===== src/rtl/spi_rx_capture.sv =====
// Receive capture stage behind the SPI slave: synchronizes the slave's done
// flag, captures one word per frame into a FWFT FIFO, and exposes valid/ready.
module spi_rx_capture #(
   parameter int DEPTH = 4,
   parameter int WIDTH = 12,
   parameter int CNT_W = 16
) (
   input  logic                       clk,
   input  logic                       rst,
   input  logic                       slv_done,
   input  logic [WIDTH-1:0]           slv_dout,
   output logic                       m_valid,
   input  logic                       m_ready,
   output logic [WIDTH-1:0]           m_data,
   output logic                       overflow,
   output logic [CNT_W-1:0]           frame_cnt,
   output logic [$clog2(DEPTH+1)-1:0] level
);

   localparam int AW = $clog2(DEPTH);
   localparam int LW = $clog2(DEPTH+1);

   logic             s1, s2, s3;
   logic             push_req;
   logic             pop;
   logic             full;
   logic             wr_en;
   logic [AW-1:0]    wr_ptr, rd_ptr;
   logic [WIDTH-1:0] mem [DEPTH];

   // Only s1 touches the asynchronous flag; s2/s3 form the edge detector.
   always_ff @(posedge clk) begin
      if (rst) begin
         s1 <= 1'b0;
         s2 <= 1'b0;
         s3 <= 1'b0;
      end else begin
         s1 <= slv_done;
         s2 <= s1;
         s3 <= s2;
      end
   end

   assign push_req = s2 & ~s3;
   assign m_valid  = (level != '0);
   assign pop      = m_valid & m_ready;
   assign full     = (level == LW'(DEPTH));
   assign wr_en    = push_req & (~full | pop);

   always_ff @(posedge clk) begin
      if (rst) begin
         wr_ptr    <= '0;
         rd_ptr    <= '0;
         level     <= '0;
         overflow  <= 1'b0;
         frame_cnt <= '0;
      end else begin
         if (push_req)
            frame_cnt <= frame_cnt + CNT_W'(1);
         if (push_req & full & ~pop)
            overflow <= 1'b1;
         if (wr_en)
            wr_ptr <= wr_ptr + AW'(1);
         if (pop)
            rd_ptr <= rd_ptr + AW'(1);
         if (wr_en & ~pop)
            level <= level + LW'(1);
         else if (pop & ~wr_en)
            level <= level - LW'(1);
      end
   end

   // NOTE: storage is deliberately left out of reset; occupancy gates every read.
   always_ff @(posedge clk) begin
      if (wr_en)
         mem[wr_ptr] <= slv_dout;
   end

   assign m_data = m_valid ? mem[rd_ptr] : '0;

endmodule


===== config.mk =====
export PLATFORM = sky130hd
export DESIGN_NAME = spi_rx_capture
export DESIGN_NICKNAME = d
export VERILOG_FILES = /design/src/rtl/spi_rx_capture.sv
export SDC_FILE = /design/constraint.sdc
export NUM_CORES = 1
export LEC_CHECK = 0
export ABC_AREA = 1
export BUFFER_PORTS_ARGS = -buffer_cell sky130_fd_sc_hd__clkbuf_2
export CORE_MARGIN = 10
export CORE_UTILIZATION = 40
export DETAILED_ROUTE_END_ITERATION = 16
export PLACE_DENSITY_LB_ADDON = 0.05
export SLEW_MARGIN = 10
export SYNTH_ARGS = -nofsm -noshare
export SYNTH_HDL_FRONTEND = slang
export SYNTH_SLANG_ARGS = --single-unit

===== constraint.sdc =====
create_clock -name clk -period 2.81 [get_ports clk]
set_clock_uncertainty 0.2 [all_clocks]
set_input_delay 0.1405 -clock clk [delete_from_list [all_inputs] [get_ports clk]]
set_output_delay 0.1405 -clock clk [all_outputs]
set_load 0.005 [all_outputs]

==> out/summary.txt, run 1 <==
Outcome -> complete, no violations
Syn Std Cell Area -> 3330 um2
Yosys cell types -> 28
Slew Viols, Final -> 0
CP Depth -> 11
Main synth FF type -> edfxtp_1
Vias per cell -> 4.65
Largest net degree at the start of global routing -> 25
Final ANT Viol Nets -> 0
#FFs+latches synth -> 77
Hold Startpoint -> s1
Final setup vio count -> 0
R2r setup slk -> 550 ps
Worst reg2reg startpoint -> s2
Worst r2r path cells -> 11
Antenna violations before repair -> 0
Post-DP HPWL -> 4.91 mm
Root Buffer -> clkbuf_8
Fillers -> 784
Max Freq -> 0.442 GHz
Setup repair bufs after CTS -> 0
Power Density -> 693 nW/um2
Syn Nets -> 374
P&R area growth vs syn -> 20.9%
CP Buf/Inv Count -> 3
Total gr overflow -> 0
Hold Violations, Final -> 0
DR iter-0 viols -> 101
CP Capture Type -> flop
Number of core rows -> 33
Worst path arrival time -> 2330 ps
Final WL -> 7.16 mm
Commonest non-fill, non-tap cell in the layout -> nor2_1
RSZ-0062 raised after global routing -> no
Worst hold margin -> 206 ps
First-pass GRT wire length -> 12.4 mm
Vias in the first global route -> 2,595
Cells along the critical path -> nand2_2, inv_2, nand2_2, inv_1, ha_1, inv_1, fa_1, or2_2, nand2_1, o21ai_0, a21oi_1
Residual DRC -> 0
Number of synthesized flops with an enable pin -> 48
Max VDD drop -> 0.000409 V
Final TNS setup -> 0 ps
Most frequent cells in the layout -> nor2_1, clkbuf_2, edfxtp_1, o21ai_0, nand2_1
Resized cells post-CTS -> 0
Cells after Synth -> 351
Router iterations before antenna repair -> 4
Initial Utilization -> 0.408
Max Buffers Root-to-Sink -> 2
Critical Path Max Stage Delay -> 380 ps
Port Buffer Count -> 48
CTS tree -> yes
Die H -> 111 um
Worst-path fanout max -> 9
Number of diodes -> 0
CTS Sinks -> 77
Final worst-path cycle share -> 0.804
CTS buffer count -> 9
Warnings, synthesis -> 0
MaxCap Viol Count -> 0
Clk pin slew, worst setup/hold paths -> 80 ps
Nets@finish -> 443
Placer Congestion -> 0.796
Placement-stage cell area -> 3680 um2
Clk Latency, worst-skew pair -> 330 ps
DIE AREA -> 12,400 um2
Type of the tightest min-delay check -> reg -> reg
Critical Path Source Type -> flop
Worst Hold Depth -> 2
Ys async rst share -> 0
Worst EP required -> 2880 ps
Die Wd -> 111 um
Leakage -> 1.58 nW
Top delay family on crit path -> simple AND/OR/NAND/NOR gates
Num ports -> 49
Post-synthesis sequential area ratio -> 0.607
CP Class -> reg -> reg
Routed via count -> 2,466
Layout cells sized above 1 -> 0.195
Post-CTS Hold Buffers -> 16
Hold Path End -> s2
GR Util All Layers -> 0.122
Relative slew slack -> 0.659
H-tree Lvls -> 3
Worst reg2reg endpoint -> level[2]
Slowest CP cell -> fa_1
Fin area -> 4030 um2
CORE AREA -> 8180 um2
Min Tclk post-route -> 2260 ps
Worst Max-Slew Pin Slew -> 511 ps
Syn_area_per_cell -> 9.49 um2
WL/cell -> 13.5 um
metal layers:
layer | GRT usage | share of wire | vias to the layer above
met2 | 0.202 | 0.49 | 48
met4 | 0.0428 | 0.010 | 0
met3 | 0.0406 | 0.062 | 6
met5 | 0 | 0 | -
li1 | - | - | 1292
met1 | 0.144 | 0.44 | 1120
synth_stat cells (3+ instances only):
cell      count  area, um2
nand4_1       4       25.0
xor2_1        4       35.0
nor2_1       88        330
ha_1          6       75.1
o21ai_0      36        180
nand2_1      34        128
edfxtp_1     48       1440
inv_1        33        124
buf_4         3       22.5
inv_2         3       11.3
a21oi_1      24        120
nor2_4        3       33.8
buf_2         4       20.0
nand3_1      14       70.1
dfxtp_1      29        581
registers in the layout (all words and copies together), names as in the netlist, named ones only:
signal,flops
rd_ptr,2
s1,1
overflow,1
s2,1
mem,48
frame_cnt,16
wr_ptr,2
s3,1
level,3
layout make-up:
cell class / instances / area, um2 / share of cell area
Sequential cell: 77 / 2020 / 0.502
Multi-Input combinational cell: 226 / 1100 / 0.274
Timing Repair Buffer: 70 / 445 / 0.111
Inverter: 36 / 135 / 0.0335
Tap cell: 105 / 131 / 0.0326
Clock buffer: 10 / 128 / 0.0317
Clock inverter: 6 / 63.8 / 0.0158
power breakdown:
part / internal, mW / total (mW) / switching (mW)
clock network: 0.409 / 0.802 / 0.393
registers: 1.25 / 1.30 / 0.0528
logic: 0.264 / 0.687 / 0.423
total: 1.93 / 2.79 / 0.869
worst min-delay path: stages (launching register included):
cell,delay (ps)
dfxtp_1,300
inv_1,40
nor2_1,30
per-stage QoR:
step | util | worst slack [ps] | power (mW) | instances
after detailed placement | 0.450 | 568 | 2.03 | 498
after global placement | 0.450 | 615 | 2.02 | 498
after floorplan | - | 724 | 1.74 | 351
final | 0.493 | 550 | 2.79 | 530
after global routing | 0.493 | 367 | 3.01 | 530
after CTS | 0.493 | 548 | 2.86 | 530
worst max-delay path by stage:
stage               slack, ps  startpoint       end
finish                    550          s2  level[2]
global route              370          s3  level[2]
CTS                       550          s2  level[2]
detailed placement        570          s2  level[2]
global placement          610    level[0]  level[2]
floorplan                 720    level[0]  level[2]
cells by family after synthesis:
family,count (synthesis),synth area share
buf+inv,48,0.0620
compound gates,63,0.0973
xor+xnor,4,0.0105
flops,77,0.607
simple gates,152,0.195
fa+ha+maj,7,0.0285
Note: power is estimated with default switching activity, not from simulation.
==> inputs of run 2 (changes only) <==
Clock period 2.81 ns to 2.2 ns, I/O delays scaled along.
==> out/summary.txt, run 2 (same netlist as run 1, synthesis figures left out) <==
Vias per cell -> 4.61
DIE AREA -> 12,400 um2
Post-DP HPWL -> 4.80 mm
Outcome -> complete, no violations
H-tree Lvls -> 3
Slew Viols, Final -> 0
Largest registers -> mem (48), frame_cnt (16), level (3)
Router iterations before antenna repair -> 4
Largest net degree at the start of global routing -> 25
MaxCap Viol Count -> 0
WL/cell -> 13.2 um
Number of core rows -> 33
Max Buffers Root-to-Sink -> 2
RSZ-0062 raised after global routing -> no
CTS tree -> yes
Most frequent cells in the layout -> nor2_1, clkbuf_2, edfxtp_1, o21ai_0, nand2_1
Power Density -> 891 nW/um2
Relative slew slack -> 0.654
Cells along the critical path -> dlygate4sd3_1, clkbuf_2, nor2_1, nand2_1, nand2_2, inv_1, ha_1, inv_1, fa_1, or2_2, nand2_1, o21ai_0, a21oi_1
Worst path arrival time -> 2160 ps
Worst EP required -> 2280 ps
Number of diodes -> 0
Multi-input gate area -> 1100 um2
Critical Path Source Type -> input port
Type of the tightest min-delay check -> reg -> reg
Leakage -> 1.62 nW
Worst Max-Slew Pin Slew -> 519 ps
Layout cells sized above 1 -> 0.213
Total gr overflow -> 0
Vias in the first global route -> 2,472
P&R area growth vs syn -> 22.6%
CORE AREA -> 8180 um2
Fillers -> 784
R2r setup slk -> 130 ps
Hold Violations, Final -> 0
First-pass GRT wire length -> 12.2 mm
Final worst-path cycle share -> 0.943
Die H -> 111 um
CP Capture Type -> flop
Nets@finish -> 450
Root Buffer -> clkbuf_8
Worst-path fanout max -> 3
CTS buffer count -> 9
Placer Congestion -> 0.816
Final core utilization -> 0.500
Num ports -> 49
Worst reg2reg startpoint -> level[2]
Residual DRC -> 0
Routed via count -> 2,477
GR Util All Layers -> 0.121
Biggest register -> mem
Max Freq -> 0.482 GHz
Inst Count DP -> 504
Largest register FFs -> 48
Die Wd -> 111 um
Worst hold margin -> 197 ps
CP Launch Point -> m_ready
CP Buf/Inv Count -> 4
Max VDD drop -> 0.000395 V
Clk Latency, worst-skew pair -> 350 ps
Final WL -> 7.08 mm
Final TNS setup -> 0 ps
Final setup vio count -> 0
Top delay family on crit path -> buffers and inverters
Min Tclk post-route -> 2070 ps
Clk pin slew, worst setup/hold paths -> 90 ps
Final cell count without fillers -> 537
Port Buffer Count -> 48
Setup repair bufs after CTS -> 0
Slowest CP cell -> dlygate4sd3_1
Final ANT Viol Nets -> 0
CP Class -> in -> reg
Initial Utilization -> 0.408
Hold Startpoint -> s1
Critical Path Max Stage Delay -> 520 ps
Storage cell area -> 2020 um2
Antenna violations before repair -> 0
CTS Sinks -> 77
Commonest non-fill, non-tap cell in the layout -> nor2_1
DR iter-0 viols -> 81
[run 2: changes by cell type in the layout (fill, tap and decap cells not counted)]
cell / previous run / this run
inv_6: 0 / 3
bufinv_16: 1 / 0
buf_4: 6 / 12
dlygate4sd3_1: 16 / 17
clkinv_4: 1 / 2
inv_8: 0 / 2
dfxtp_1: 29 / 27
clkinv_2: 2 / 0
clkbuf_1: 1 / 0
dfxtp_2: 0 / 2
clkinvlp_4: 2 / 0
[run 2: layer usage]
| layer | share of wire | global-route usage |
|---|---|---|
| met1 | 0.46 | 0.145 |
| met2 | 0.48 | 0.198 |
| met3 | 0.050 | 0.0330 |
| met4 | 0.013 | 0.0514 |
| met5 | 0 | 0 |
[run 2: what timing repair did]
action | 4_1_cts | 5_1_grt
hold buffers | 17 | 0
hold endpoints to repair | 62 | 0
gates resized for setup | 0 | 2
endpoints found under the setup margin | 0 | 9
[run 2: worst min-delay path, cell delays in order, from the launching register on]
cell and delay, ps:
dfxtp_1 300, inv_1 40, nor2_1 30
[run 2: area by class of cell]
cell class	count	share of cell area
Timing Repair Buffer	77	0.123
Tap cell	105	0.0322
Sequential cell	77	0.496
Clock inverter	7	0.0162
Multi-Input combinational cell	226	0.270
Clock buffer	9	0.0303
Inverter	36	0.0331
[run 2: per-stage QoR]
| stage | setup WS (ps) | power, mW | cell area (um2) |
|---|---|---|---|
| after floorplan | 114 | 2.23 | 3330 |
| after global placement | 188 | 2.64 | 3720 |
| after detailed placement | 136 | 2.65 | 3720 |
| after CTS | 43.5 | 3.72 | 4080 |
| after global routing | 3.48 | 3.91 | 4090 |
| final | 125 | 3.64 | 4090 |
[run 2: final timing paths]
path,to,cells after the start
max reg2reg,level[2],12
min reg2reg,s2,2
max,level[2],13
min,s2,2
[run 2: where the power goes]
part           switching, mW  internal (mW)
Combinational          0.565          0.395
Sequential            0.0510           1.60
Clock                  0.588          0.441
Total                   1.20           2.44
